===== src/rtl/reg_hazard_tracker_if.sv =====
// D-stage hazard query bus and the tracker's stall/forward answers.
interface reg_hazard_tracker_if;
  logic       d_valid;
  logic [4:0] d_rs_addr;
  logic [4:0] d_rt_addr;
  logic [1:0] d_rs_tuse;
  logic [1:0] d_rt_tuse;
  logic [4:0] d_wr_addr;
  logic [1:0] d_tnew;
  logic       stall;
  logic [1:0] fwd_d_rs_sel;
  logic [1:0] fwd_d_rt_sel;
  logic [1:0] fwd_e_rs_sel;
  logic [1:0] fwd_e_rt_sel;
  logic [4:0] e_wr_addr;
  logic [4:0] m_wr_addr;
  logic [4:0] w_wr_addr;

  modport master (
    output d_valid, d_rs_addr, d_rt_addr, d_rs_tuse, d_rt_tuse, d_wr_addr, d_tnew,
    input  stall, fwd_d_rs_sel, fwd_d_rt_sel, fwd_e_rs_sel, fwd_e_rt_sel,
           e_wr_addr, m_wr_addr, w_wr_addr
  );

  modport slave (
    input  d_valid, d_rs_addr, d_rt_addr, d_rs_tuse, d_rt_tuse, d_wr_addr, d_tnew,
    output stall, fwd_d_rs_sel, fwd_d_rt_sel, fwd_e_rs_sel, fwd_e_rt_sel,
           e_wr_addr, m_wr_addr, w_wr_addr
  );
endinterface


===== src/rtl/reg_hazard_tracker.sv =====
// Register hazard tracker: follows destination registers through E/M/W,
// raises stall when a D operand's producer cannot deliver in time, and
// picks the forwarding source for D and E operands.
module reg_hazard_tracker (
  input  logic                 clk,
  input  logic                 reset,
  reg_hazard_tracker_if.slave  hif
);

  logic [4:0] e_addr, e_rs, e_rt, m_addr, w_addr;
  logic [1:0] e_tnew, m_tnew;
  // W's tnew is always 0 by construction (E tnew <= 2, two decrements to W),
  // so W holds no tnew register: a W match is always forwardable.

  logic [1:0] d_tnew_sat;
  logic [1:0] e_tnew_dec, m_tnew_dec;
  logic       load_e;

  assign d_tnew_sat = (hif.d_tnew == 2'd3) ? 2'd2 : hif.d_tnew;
  assign e_tnew_dec = (e_tnew == 2'd0) ? 2'd0 : e_tnew - 2'd1;
  assign m_tnew_dec = (m_tnew == 2'd0) ? 2'd0 : m_tnew - 2'd1;
  assign load_e     = hif.d_valid && !hif.stall;

  // Stage advance: M->W and E->M always move; E takes D or a bubble.
  always_ff @(posedge clk or posedge reset) begin
    if (reset) begin
      e_addr <= '0; e_tnew <= '0; e_rs <= '0; e_rt <= '0;
      m_addr <= '0; m_tnew <= '0;
      w_addr <= '0;
    end else begin
      w_addr <= m_addr;
      m_addr <= e_addr;
      m_tnew <= e_tnew_dec;
      if (load_e) begin
        e_addr <= hif.d_wr_addr;
        e_tnew <= d_tnew_sat;
        e_rs   <= hif.d_rs_addr;
        e_rt   <= hif.d_rt_addr;
      end else begin
        e_addr <= '0; e_tnew <= '0; e_rs <= '0; e_rt <= '0;
      end
    end
  end

  // $0 is hard-wired zero, so it never names a real producer.
  function automatic logic hit(input logic [4:0] src, input logic [4:0] dst);
    return (src != 5'd0) && (src == dst);
  endfunction

  // Youngest matching producer decides; if it is not ready, stall covers it.
  function automatic logic [1:0] d_sel(input logic [4:0] src);
    if (hit(src, e_addr))      return (e_tnew == 2'd0) ? 2'd1 : 2'd0;
    else if (hit(src, m_addr)) return (m_tnew == 2'd0) ? 2'd2 : 2'd0;
    else if (hit(src, w_addr)) return 2'd3;
    else                       return 2'd0;
  endfunction

  function automatic logic [1:0] e_sel(input logic [4:0] src);
    if (hit(src, m_addr))      return (m_tnew == 2'd0) ? 2'd2 : 2'd0;
    else if (hit(src, w_addr)) return 2'd3;
    else                       return 2'd0;
  endfunction

  function automatic logic src_stall(input logic [4:0] src, input logic [1:0] tuse);
    if (tuse == 2'd3) return 1'b0;
    return (hit(src, e_addr) && (e_tnew > tuse)) ||
           (hit(src, m_addr) && (m_tnew > tuse));
  endfunction

  // Zero-latency hazard answers; forced quiet while reset is held.
  always_comb begin
    hif.stall        = 1'b0;
    hif.fwd_d_rs_sel = 2'd0;
    hif.fwd_d_rt_sel = 2'd0;
    hif.fwd_e_rs_sel = 2'd0;
    hif.fwd_e_rt_sel = 2'd0;
    if (!reset) begin
      hif.stall        = src_stall(hif.d_rs_addr, hif.d_rs_tuse) ||
                         src_stall(hif.d_rt_addr, hif.d_rt_tuse);
      hif.fwd_d_rs_sel = d_sel(hif.d_rs_addr);
      hif.fwd_d_rt_sel = d_sel(hif.d_rt_addr);
      hif.fwd_e_rs_sel = e_sel(e_rs);
      hif.fwd_e_rt_sel = e_sel(e_rt);
    end
  end

  assign hif.e_wr_addr = e_addr;
  assign hif.m_wr_addr = m_addr;
  assign hif.w_wr_addr = w_addr;

endmodule


===== src/flat_wrapper.sv =====
// flat-port wrapper written by rule: the top's interface ports become plain ports
module reg_hazard_tracker_flat 
  (clk, reset, hif_d_valid, hif_d_rs_addr, hif_d_rt_addr, hif_d_rs_tuse, hif_d_rt_tuse, hif_d_wr_addr, hif_d_tnew, hif_stall, hif_fwd_d_rs_sel, hif_fwd_d_rt_sel, hif_fwd_e_rs_sel, hif_fwd_e_rt_sel, hif_e_wr_addr, hif_m_wr_addr, hif_w_wr_addr);
  reg_hazard_tracker_if hif_i ();
  input  logic clk;
  input  logic reset;
  input wire logic [$bits(hif_i.d_valid)-1:0] hif_d_valid;
  input wire logic [$bits(hif_i.d_rs_addr)-1:0] hif_d_rs_addr;
  input wire logic [$bits(hif_i.d_rt_addr)-1:0] hif_d_rt_addr;
  input wire logic [$bits(hif_i.d_rs_tuse)-1:0] hif_d_rs_tuse;
  input wire logic [$bits(hif_i.d_rt_tuse)-1:0] hif_d_rt_tuse;
  input wire logic [$bits(hif_i.d_wr_addr)-1:0] hif_d_wr_addr;
  input wire logic [$bits(hif_i.d_tnew)-1:0] hif_d_tnew;
  output wire logic [$bits(hif_i.stall)-1:0] hif_stall;
  output wire logic [$bits(hif_i.fwd_d_rs_sel)-1:0] hif_fwd_d_rs_sel;
  output wire logic [$bits(hif_i.fwd_d_rt_sel)-1:0] hif_fwd_d_rt_sel;
  output wire logic [$bits(hif_i.fwd_e_rs_sel)-1:0] hif_fwd_e_rs_sel;
  output wire logic [$bits(hif_i.fwd_e_rt_sel)-1:0] hif_fwd_e_rt_sel;
  output wire logic [$bits(hif_i.e_wr_addr)-1:0] hif_e_wr_addr;
  output wire logic [$bits(hif_i.m_wr_addr)-1:0] hif_m_wr_addr;
  output wire logic [$bits(hif_i.w_wr_addr)-1:0] hif_w_wr_addr;
  assign hif_i.d_valid = hif_d_valid;
  assign hif_i.d_rs_addr = hif_d_rs_addr;
  assign hif_i.d_rt_addr = hif_d_rt_addr;
  assign hif_i.d_rs_tuse = hif_d_rs_tuse;
  assign hif_i.d_rt_tuse = hif_d_rt_tuse;
  assign hif_i.d_wr_addr = hif_d_wr_addr;
  assign hif_i.d_tnew = hif_d_tnew;
  assign hif_stall = hif_i.stall;
  assign hif_fwd_d_rs_sel = hif_i.fwd_d_rs_sel;
  assign hif_fwd_d_rt_sel = hif_i.fwd_d_rt_sel;
  assign hif_fwd_e_rs_sel = hif_i.fwd_e_rs_sel;
  assign hif_fwd_e_rt_sel = hif_i.fwd_e_rt_sel;
  assign hif_e_wr_addr = hif_i.e_wr_addr;
  assign hif_m_wr_addr = hif_i.m_wr_addr;
  assign hif_w_wr_addr = hif_i.w_wr_addr;
  reg_hazard_tracker u_core (.clk(clk), .reset(reset), .hif(hif_i));
endmodule

===== config.mk =====
export PLATFORM = sky130hd
export DESIGN_NAME = reg_hazard_tracker_flat
export DESIGN_NICKNAME = d
export VERILOG_FILES = /design/src/rtl/reg_hazard_tracker_if.sv /design/src/rtl/reg_hazard_tracker.sv /design/src/flat_wrapper.sv
export SDC_FILE = /design/constraint.sdc
export NUM_CORES = 1
export LEC_CHECK = 0
export CAP_MARGIN = 0
export CORE_ASPECT_RATIO = 1.5
export CORE_MARGIN = 2
export CORE_UTILIZATION = 50
export DETAILED_ROUTE_END_ITERATION = 8
export PLACE_DENSITY = 0.8
export SETUP_SLACK_MARGIN = 0.05
export SLEW_MARGIN = 40
export SYNTH_ARGS = -nofsm -noshare
export SYNTH_HDL_FRONTEND = slang
export SYNTH_SLANG_ARGS = --single-unit

===== constraint.sdc =====
create_clock -name clk -period 12.1 [get_ports clk]
set_input_delay 3.63 -clock clk [delete_from_list [all_inputs] [get_ports clk]]
set_output_delay 3.63 -clock clk [all_outputs]
set_load 0.01 [all_outputs]

==> results of run 1 <==
==> logic make-up after synthesis <==
group           count (synthesis)
fa+ha+maj                       8
buf+inv                        15
simple gates                   68
mux                             2
compound gates                 32
flops                          29
xor+xnor                       50
==> cells in the mapped netlist (all sizes together) <==
cell type   n
and3        1
o211ai     16
nor3b       1
ha          8
o21ai       3
a21o        1
dfrtp      29
or3         1
nor3       24
o2111a      2
o31ai       1
nor4        3
a2111oi     2
buf         6
nor2       10
nor4b       2
nand3       9
nand4b      1
clkbuf      2
a21oi       3
inv         7
and2        1
or4         2
a2bb2oi     2
o2111ai     1
a31o        1
xor2       29
xnor2      21
or2         2
nand2       7
nor2b       4
mux2i       2
==> metrics by stage <==
| step | util | power [mW] | std cells | instance area, um2 | hold slack, ps |
|---|---|---|---|---|---|
| floorplan | - | 0.147 | 204 | 2070 | 438 |
| global route | 0.670 | 0.262 | 299 | 2650 | 494 |
| finish | 0.670 | 0.249 | 299 | 2650 | 478 |
| CTS | 0.668 | 0.249 | 298 | 2640 | 484 |
| detailed placement | 0.646 | 0.174 | 290 | 2560 | 474 |
| global placement | 0.646 | 0.173 | 290 | 2560 | 449 |
==> layout make-up <==
cell class,count,area [um2],area share
clock buffer,5,68.8,0.0259
clock inverter,3,17.5,0.00660
inverter,7,26.3,0.00990
multi-input combinational,160,1260,0.476
sequential,29,726,0.273
tap,45,56.3,0.0212
timing repair buffer,50,497,0.187
==> cell usage in the layout, fill, tap and decap left out, drive strengths merged, types with 5 or more instances in the layout <==
cell	count
nand2	7
xnor2	21
o211ai	16
ha	8
dfrtp	29
nand3	9
clkdlybuf4s50	47
clkbuf	5
nor2	10
inv	7
xor2	29
nor3	24
==> how the worst max path moves through the flow <==
stage | to | slack (ps)
after CTS | hif_stall | 1700
after global placement | hif_stall | 1780
final | hif_stall | 2010
after detailed placement | hif_stall | 1700
after floorplan | hif_stall | 3150
after global routing | hif_stall | 1870
==> metal layers <==
metal  vias to the layer above  wire length (um)
li1                        827                 -
met1                       805              2200
met2                        60              2770
met3                        10               214
met4                         0               120
met5                         -                 0
==> power by group <==
group,leakage [nW],switching (mW),total (mW),internal (mW)
Clock,0.0439,0.0374,0.0770,0.0395
Combinational,0.739,0.0290,0.0601,0.0311
Sequential,0.376,0.00976,0.112,0.102
Total,1.16,0.0761,0.249,0.173
==> worst max-delay path, cell delays in order <==
cell and delay, ps:
clkdlybuf4s50_1 530, or4_1 580, o21ai_2 190, a21o_1 500
o31ai_4 210, or3_1 340, clkdlybuf4s50_1 490
==> registers in the layout (all words and copies together) (netlist names) <==
signal	flops
u_core.hif.m_wr_addr	5
u_core.m_tnew	2
u_core.e_rt	5
u_core.hif.e_wr_addr	5
u_core.e_rs	5
u_core.hif.w_wr_addr	5
u_core.e_tnew	2
==> flow_metrics.env, run 1 <==
export IMPL_cts_resized_gates=0
export IMPL_die_w_um=56.5
export IMPL_cellPowerDensity_mw_per_mm2=93.8
export IMPL_worst_pin_slew_ps=643
export IMPL_worstHoldPathCells=1
export IMPL_leakage_nw=1.16
export IMPL_synth_distinct_cells=39
export IMPL_grt_pass1_vias=1698
export IMPL_synthAdderAreaFrac=0.0484
export IMPL_synth_nets=236
export IMPL_ys_ff_latch=29
export IMPL_synth_seq_area_share=0.351
export IMPL_htreeDepth=2
export IMPL_path_clk_slew_ps=60
export IMPL_yosysTopAreaCellShare=0.351
export IMPL_grt_usage=0.246
export IMPL_rows=28
export IMPL_hp_start="u_core.e_tnew[0]$_DFF_PP0_"
export IMPL_gp_congestion=0.908
export IMPL_start_util=0.522
export IMPL_cts_hold_buf=0
export IMPL_slew_violations=0
export IMPL_wl_per_cell_um=17.8
export IMPL_clock_latency_ps=280
export IMPL_synthMuxAreaShare=0.00968
export IMPL_grt_antenna_before_repair=0
export IMPL_synth_compound_area_frac=0.136
export IMPL_r2r_cells=5
export IMPL_irDropWorstVdd_v=0.0000919
export IMPL_cp_end_kind="primary output"
export IMPL_min_to="u_core.m_tnew[0]$_DFF_PP0_"
export IMPL_grtUsageMet1=0.304
export IMPL_synthTopCellsByArea="dfrtp_1 (35%), xor2_1 (12%), xnor2_1 (8.9%)"
export IMPL_grtUsageMet2=0.431
export IMPL_synth_xor_area_share=0.212
export IMPL_tns_ps=0
export IMPL_top_usage_layer="met2"
export IMPL_hpwlAfterDp_um=4140
export IMPL_numCtsBuffers=5
export IMPL_clock_sinks=29
export IMPL_worst_slack_ps=2010
export IMPL_outcome="finished clean"
export IMPL_crit_path_start_kind="input port"
export IMPL_fill_cells=330
export IMPL_die_area_mm2=0.00468
export IMPL_grt_max_degree=32
export IMPL_fp_dieH_um=82.8
export IMPL_hp_class="flop to flop"
export IMPL_antennaDiodeCount=0
export IMPL_drt_wl_total_um=5310
export IMPL_synth_top_family_by_area="XOR/XNOR gates"
export IMPL_synth_top_cell_by_area="dfrtp_1"
export IMPL_relSlewSlack=0.570
export IMPL_finalCriticalPeriod_ps=10090
export IMPL_drive_gt1_frac=0.106
export IMPL_area_growth_pct=28.3
export IMPL_viasPerCell=5.69
export IMPL_fin_nets=285
export IMPL_postRouteAntennaNets=0
export IMPL_drt_iter0_drc=47
export IMPL_io_buffers=47
export IMPL_use_met3=0.0295
export IMPL_pin_count=48
export IMPL_critical_path_class="input port to primary output"
export IMPL_coreArea_mm2=0.00396
export IMPL_worstReg2RegStart="u_core.hif.e_wr_addr[4]$_DFF_PP0_"
export IMPL_grt_remaining_overflow=0
export IMPL_reg2reg_to="u_core.e_tnew[0]$_DFF_PP0_"
export IMPL_finClkSkew_ps=3.63
export IMPL_cap_violations=0
export IMPL_post_cts_setup_buffer_count=0
export IMPL_rrSetupSlack_ps=9970
export IMPL_cts_tree="yes"
export IMPL_required_ps=8470
export IMPL_max_clock_path_buffers=2
export IMPL_via_count=1702
export IMPL_netlist_area_mm2=0.00207
export IMPL_pre_cts_ws_ps=1700
export IMPL_hold_violations=0
export IMPL_max_clock_freq_ghz=0.0991
export IMPL_syn_avg_cell_area_um2=10.1
export IMPL_critPathLaunch="hif_d_rt_addr[1]"
export IMPL_rsz0062_at_grt="no"
export IMPL_arrival_ps=6460
export IMPL_grt_pass1_wl_um=8590
export IMPL_root_buffer="clkbuf_8"
export IMPL_crit_fanout=19
export IMPL_postSynthCellCount=204
export IMPL_ys_warn_count=0
export IMPL_yosys_area_share_simple=0.205
export IMPL_drcViolationCount=0
export IMPL_finalSetupViolations=0
export IMPL_first_pass_iters=4
export IMPL_final_period_utilization=0.834
(Power assumes the default switching activity.)
==> inputs of run 2 (changes only) <==
CORE_UTILIZATION = 45   (was 50)
PLACE_DENSITY = 0.76   (was 0.8)
clock period = 8.3 ns   (was 12.1 ns; I/O delays follow)
==> run 2 against run 1 <==
Net effect: cell count increased by 1.7%; clock skew grew 1.5 ps; power up 62%; combinational power rose by 47%; largest power group unchanged; global-route usage down 1.5 points; die area increased by 10%; first-iteration DRC count up 57%; worst setup slack lost 1200 ps; cell area grew 1.8%; count of clock-buffer cells in the layout rose by 1.
==> flow_metrics.env, run 2 (synthesis gave the netlist of run 1 again) <==
export IMPL_root_buffer="clkbuf_8"
export IMPL_coreArea_mm2=0.00447
export IMPL_cts_tree="yes"
export IMPL_fp_dieH_um=87.0
export IMPL_max_clock_freq_ghz=0.133
export IMPL_viasPerCell=5.68
export IMPL_drt_wl_total_um=5290
export IMPL_critPathTopFamily="simple AND/OR/NAND/NOR gates"
export IMPL_required_ps=5810
export IMPL_outcome="finished clean"
export IMPL_finClkSkew_ps=5.18
export IMPL_die_w_um=59.4
export IMPL_hold_violations=0
export IMPL_finalSetupViolations=0
export IMPL_grt_max_degree=31
export IMPL_critical_path_class="input port to primary output"
export IMPL_wl_per_cell_um=17.4
export IMPL_slowest_delay_ps=620
export IMPL_fin_nets=287
export IMPL_p_int_mw=0.292
export IMPL_path_clk_slew_ps=60
export IMPL_postRouteAntennaNets=0
export IMPL_grt_remaining_overflow=0
export IMPL_via_count=1726
export IMPL_cts_hold_buf=0
export IMPL_fill_cells=397
export IMPL_worst_pin_slew_ps=628
export IMPL_area_growth_pct=30.7
export IMPL_irDropWorstVdd_v=0.0000929
export IMPL_relSlewSlack=0.580
export IMPL_hpwlAfterDp_um=4020
export IMPL_cellPowerDensity_mw_per_mm2=150
export IMPL_worst_path_buf_inv=2
export IMPL_power_share_clock=0.380
export IMPL_layout_common_cells="clkdlybuf4s50_1 (47), xor2_1 (29), dfrtp_1 (29)"
export IMPL_total_power_mw=0.404
export IMPL_drive_gt1_frac=0.113
export IMPL_crit_top_cell="clkdlybuf4s50_1"
export IMPL_slew_violations=0
export IMPL_grt_pass1_vias=1765
export IMPL_fin_hold_ws_ps=463
export IMPL_clock_sinks=29
export IMPL_drt_iter0_drc=74
export IMPL_cts_resized_gates=0
export IMPL_crit_fanout=10
export IMPL_grt_pass1_wl_um=8740
export IMPL_cap_violations=0
export IMPL_htreeDepth=2
export IMPL_clock_latency_ps=290
export IMPL_final_common_cell="clkdlybuf4s50_1"
export IMPL_max_clock_path_buffers=2
export IMPL_arrival_ps=5030
export IMPL_grt_usage=0.231
export IMPL_p_sw_frac=0.278
export IMPL_p_seq_frac=0.401
export IMPL_crit_path_start_kind="input port"
export IMPL_die_area_mm2=0.00517
export IMPL_io_buffers=47
export IMPL_rsz0062_at_grt="no"
export IMPL_rrSetupSlack_ps=6170
export IMPL_grt_antenna_before_repair=0
export IMPL_antennaDiodeCount=0
export IMPL_pre_cts_ws_ps=796
export IMPL_post_cts_setup_buffer_count=0
export IMPL_power_switching_mw=0.112
export IMPL_leakage_nw=1.18
export IMPL_hp_class="flop to flop"
export IMPL_final_period_utilization=0.906
export IMPL_path_cells="clkdlybuf4s50_1, or4_1, o21ai_2, nand4b_4, o31ai_4, or3_1, clkdlybuf4s50_1"
export IMPL_numCtsBuffers=5
export IMPL_worst_slack_ps=784
export IMPL_rows=30
export IMPL_cp_slowest_cell="or4_1"
export IMPL_drcViolationCount=0
export IMPL_start_util=0.463
export IMPL_cp_end_kind="primary output"
export IMPL_finalCriticalPeriod_ps=7520
export IMPL_gp_congestion=0.884
export IMPL_comb_power_share=0.219
export IMPL_pin_count=48
export IMPL_tns_ps=0
export IMPL_first_pass_iters=4
==> run 2: power by group through the flow <==
| stage | logic (mW) | registers [mW] | clock network [mW] |
|---|---|---|---|
| 3_5_place_dp | 0.0884 | 0.165 | 0 |
| 4_1_cts | 0.0888 | 0.162 | 0.156 |
| 2_1_floorplan | 0.0514 | 0.163 | 0 |
| 6_report | 0.0886 | 0.162 | 0.154 |
| 3_3_place_gp | 0.0873 | 0.165 | 0 |
| 5_1_grt | 0.0982 | 0.163 | 0.163 |
==> run 2: metal layers <==
metal  wire length, um  vias up  part of all wire  global-route usage
met3               252        6             0.048              0.0401
met2              2740       56              0.52               0.387
met1              2210      835              0.42               0.292
met4                80        0             0.015              0.0826
met5                 0        -                 0                   0
li1                  -      829                 -                   -
==> run 2: path summary, 6_finish.rpt <==
check / endpoint / from / cells past startpoint
max: hif_stall / hif_d_rs_addr[3] / 7
min: u_core.m_tnew[0]$_DFF_PP0_ / u_core.e_tnew[0]$_DFF_PP0_ / 1
max reg2reg: u_core.e_rt[0]$_DFF_PP0_ / u_core.hif.m_wr_addr[3]$_DFF_PP0_ / 6
min reg2reg: u_core.m_tnew[0]$_DFF_PP0_ / u_core.e_tnew[0]$_DFF_PP0_ / 1
max in group asynchronous: u_core.hif.e_wr_addr[2]$_DFF_PP0_ / reset / 3
min in group asynchronous: u_core.hif.m_wr_addr[2]$_DFF_PP0_ / reset / 3
==> run 2: through the flow <==
stage / utilization / area [um2] / cells
global placement: 0.576 / 2570 / 295
global route: 0.605 / 2700 / 304
CTS: 0.605 / 2700 / 304
floorplan: - / 2070 / 204
detailed placement: 0.578 / 2580 / 296
finish: 0.605 / 2700 / 304
==> run 2: worst reg2reg max path: stages (launching register included) <==
cell and delay (ps):
dfrtp_1 510, xor2_1 220, nor3_1 200, nand3_1 200, o31ai_4 520, buf_4 300
nor3_1 70
==> run 2: area by class of cell <==
class                   count  area (um2)  area share
flip-flops and latches     29         726       0.269
multi-input cells         160        1260       0.467
clock buffers               6        82.6      0.0306
repair buffers             52         508       0.188
clock inverters             2        37.5      0.0139
inverters                   7        26.3     0.00972
well taps                  48        60.1      0.0222
==> inputs of run 3 (changes only) <==
==> constraint.sdc (replaced) <==
create_clock -name clk -period 8.3 [get_ports clk]
set_input_delay 1.66 -clock clk [delete_from_list [all_inputs] [get_ports clk]]
set_output_delay 1.66 -clock clk [all_outputs]
set_load 0.01 [all_outputs]
==> run 3 against run 2 <==
Net effect: maximum frequency is 22% higher; non-clock buffer count down 2; clock skew down 3.3 ps; register-to-register slack worse by 80 ps; clock power about the same; largest power group unchanged; critical path type unchanged.
==> flow_metrics.env, run 3 (synthesis gave the netlist of run 1 again) <==
export IMPL_outcome="finished clean"
export IMPL_pre_cts_ws_ps=1830
export IMPL_numCtsBuffers=5
export IMPL_viasPerCell=5.77
export IMPL_gp_congestion=0.911
export IMPL_rows=30
export IMPL_relSlewSlack=0.526
export IMPL_drt_iter0_drc=60
export IMPL_clock_sinks=29
export IMPL_antennaDiodeCount=0
export IMPL_worst_pin_slew_ps=709
export IMPL_fin_nets=285
export IMPL_path_clk_slew_ps=60
export IMPL_max_clock_path_buffers=2
export IMPL_rsz0062_at_grt="no"
export IMPL_fill_cells=375
export IMPL_layout_common_cells="clkdlybuf4s50_1 (47), xor2_1 (29), dfrtp_1 (29)"
export IMPL_postRouteAntennaNets=0
export IMPL_grt_max_degree=32
export IMPL_grt_antenna_before_repair=0
export IMPL_pin_count=48
export IMPL_crit_fanout=19
export IMPL_final_period_utilization=0.742
export IMPL_area_growth_pct=30.2
export IMPL_cts_tree="yes"
export IMPL_required_ps=6640
export IMPL_fp_dieH_um=87.0
export IMPL_total_power_mw=0.403
export IMPL_hp_class="flop to flop"
export IMPL_via_count=1742
export IMPL_worst_slack_ps=2140
export IMPL_finalCriticalPeriod_ps=6160
export IMPL_die_w_um=59.4
export IMPL_wl_per_cell_um=17.1
export IMPL_grt_usage=0.213
export IMPL_finish_utilization=0.603
export IMPL_grt_pass1_wl_um=8080
export IMPL_root_buffer="clkbuf_8"
export IMPL_drcViolationCount=0
export IMPL_clock_latency_ps=280
export IMPL_grtUsageMet2=0.360
export IMPL_crit_path_start_kind="input port"
export IMPL_slew_violations=0
export IMPL_grtUsageMet1=0.269
export IMPL_first_pass_iters=4
export IMPL_hpwlAfterDp_um=3960
export IMPL_top_usage_layer="met2"
export IMPL_leakage_nw=1.17
export IMPL_finClkSkew_ps=1.86
export IMPL_hold_violations=0
export IMPL_drive_gt1_frac=0.106
export IMPL_cts_hold_buf=0
export IMPL_max_clock_freq_ghz=0.162
export IMPL_coreArea_mm2=0.00447
export IMPL_critical_path_class="input port to primary output"
export IMPL_drt_wl_total_um=5180
export IMPL_arrival_ps=4500
export IMPL_io_buffers=47
export IMPL_tns_ps=0
export IMPL_fin_hold_ws_ps=474
export IMPL_cts_resized_gates=0
export IMPL_die_area_mm2=0.00517
export IMPL_grt_remaining_overflow=0
export IMPL_rrSetupSlack_ps=6090
export IMPL_post_cts_setup_buffer_count=0
export IMPL_final_common_cell="clkdlybuf4s50_1"
export IMPL_worstHoldPathCells=1
export IMPL_cp_end_kind="primary output"
export IMPL_cellPowerDensity_mw_per_mm2=150
export IMPL_finalSetupViolations=0
export IMPL_htreeDepth=2
export IMPL_irDropWorstVdd_v=0.000123
export IMPL_grt_pass1_vias=1658
export IMPL_start_util=0.463
export IMPL_use_met3=0.0253
export IMPL_r2r_cells=6
export IMPL_cap_violations=0
run 3: layout make-up:
type,count,area (um2),area share
Timing Repair Buffer,50,499,0.185
Inverter,7,26.3,0.00975
Sequential cell,29,726,0.269
Tap cell,48,60.1,0.0223
Multi-Input combinational cell,160,1260,0.469
Clock inverter,2,37.5,0.0139
Clock buffer,6,82.6,0.0307
run 3: where the power goes:
part	internal (mW)	total (mW)	leakage, nW	switching [mW]
combinational	0.0453	0.0878	0.740	0.0425
clock	0.0974	0.152	0.0574	0.0550
sequential	0.149	0.163	0.376	0.0137
run 3: worst max-delay path, stage by stage:
cell and delay, ps:
clkdlybuf4s50_1 520, or4_1 590, o21ai_2 190, a21o_1 520
o31ai_4 200, or3_1 340, clkdlybuf4s50_1 480
run 3: per-layer routing:
metal,vias to the layer above,part of all wire,wire [um]
li1,831,-,-
met4,0,0.024,123
met3,12,0.055,286
met5,-,0,0
met1,830,0.41,2110
met2,69,0.51,2650
run 3: final timing paths:
path,startpoint,end
max in group asynchronous,reset,u_core.hif.w_wr_addr[0]$_DFF_PP0_
hold reg to reg,u_core.e_tnew[0]$_DFF_PP0_,u_core.m_tnew[0]$_DFF_PP0_
setup reg to reg,u_core.e_tnew[1]$_DFF_PP0_,u_core.e_rs[0]$_DFF_PP0_
hold / removal,u_core.e_tnew[0]$_DFF_PP0_,u_core.m_tnew[0]$_DFF_PP0_
setup / recovery,hif_d_rt_addr[1],hif_stall
min in group asynchronous,reset,u_core.hif.w_wr_addr[2]$_DFF_PP0_
run 3: metrics by stage:
stage | instance area (um2) | instances
final | 2690 | 302
after global routing | 2690 | 302
after CTS | 2680 | 301
after detailed placement | 2560 | 293
after global placement | 2560 | 293
after floorplan | 2070 | 204
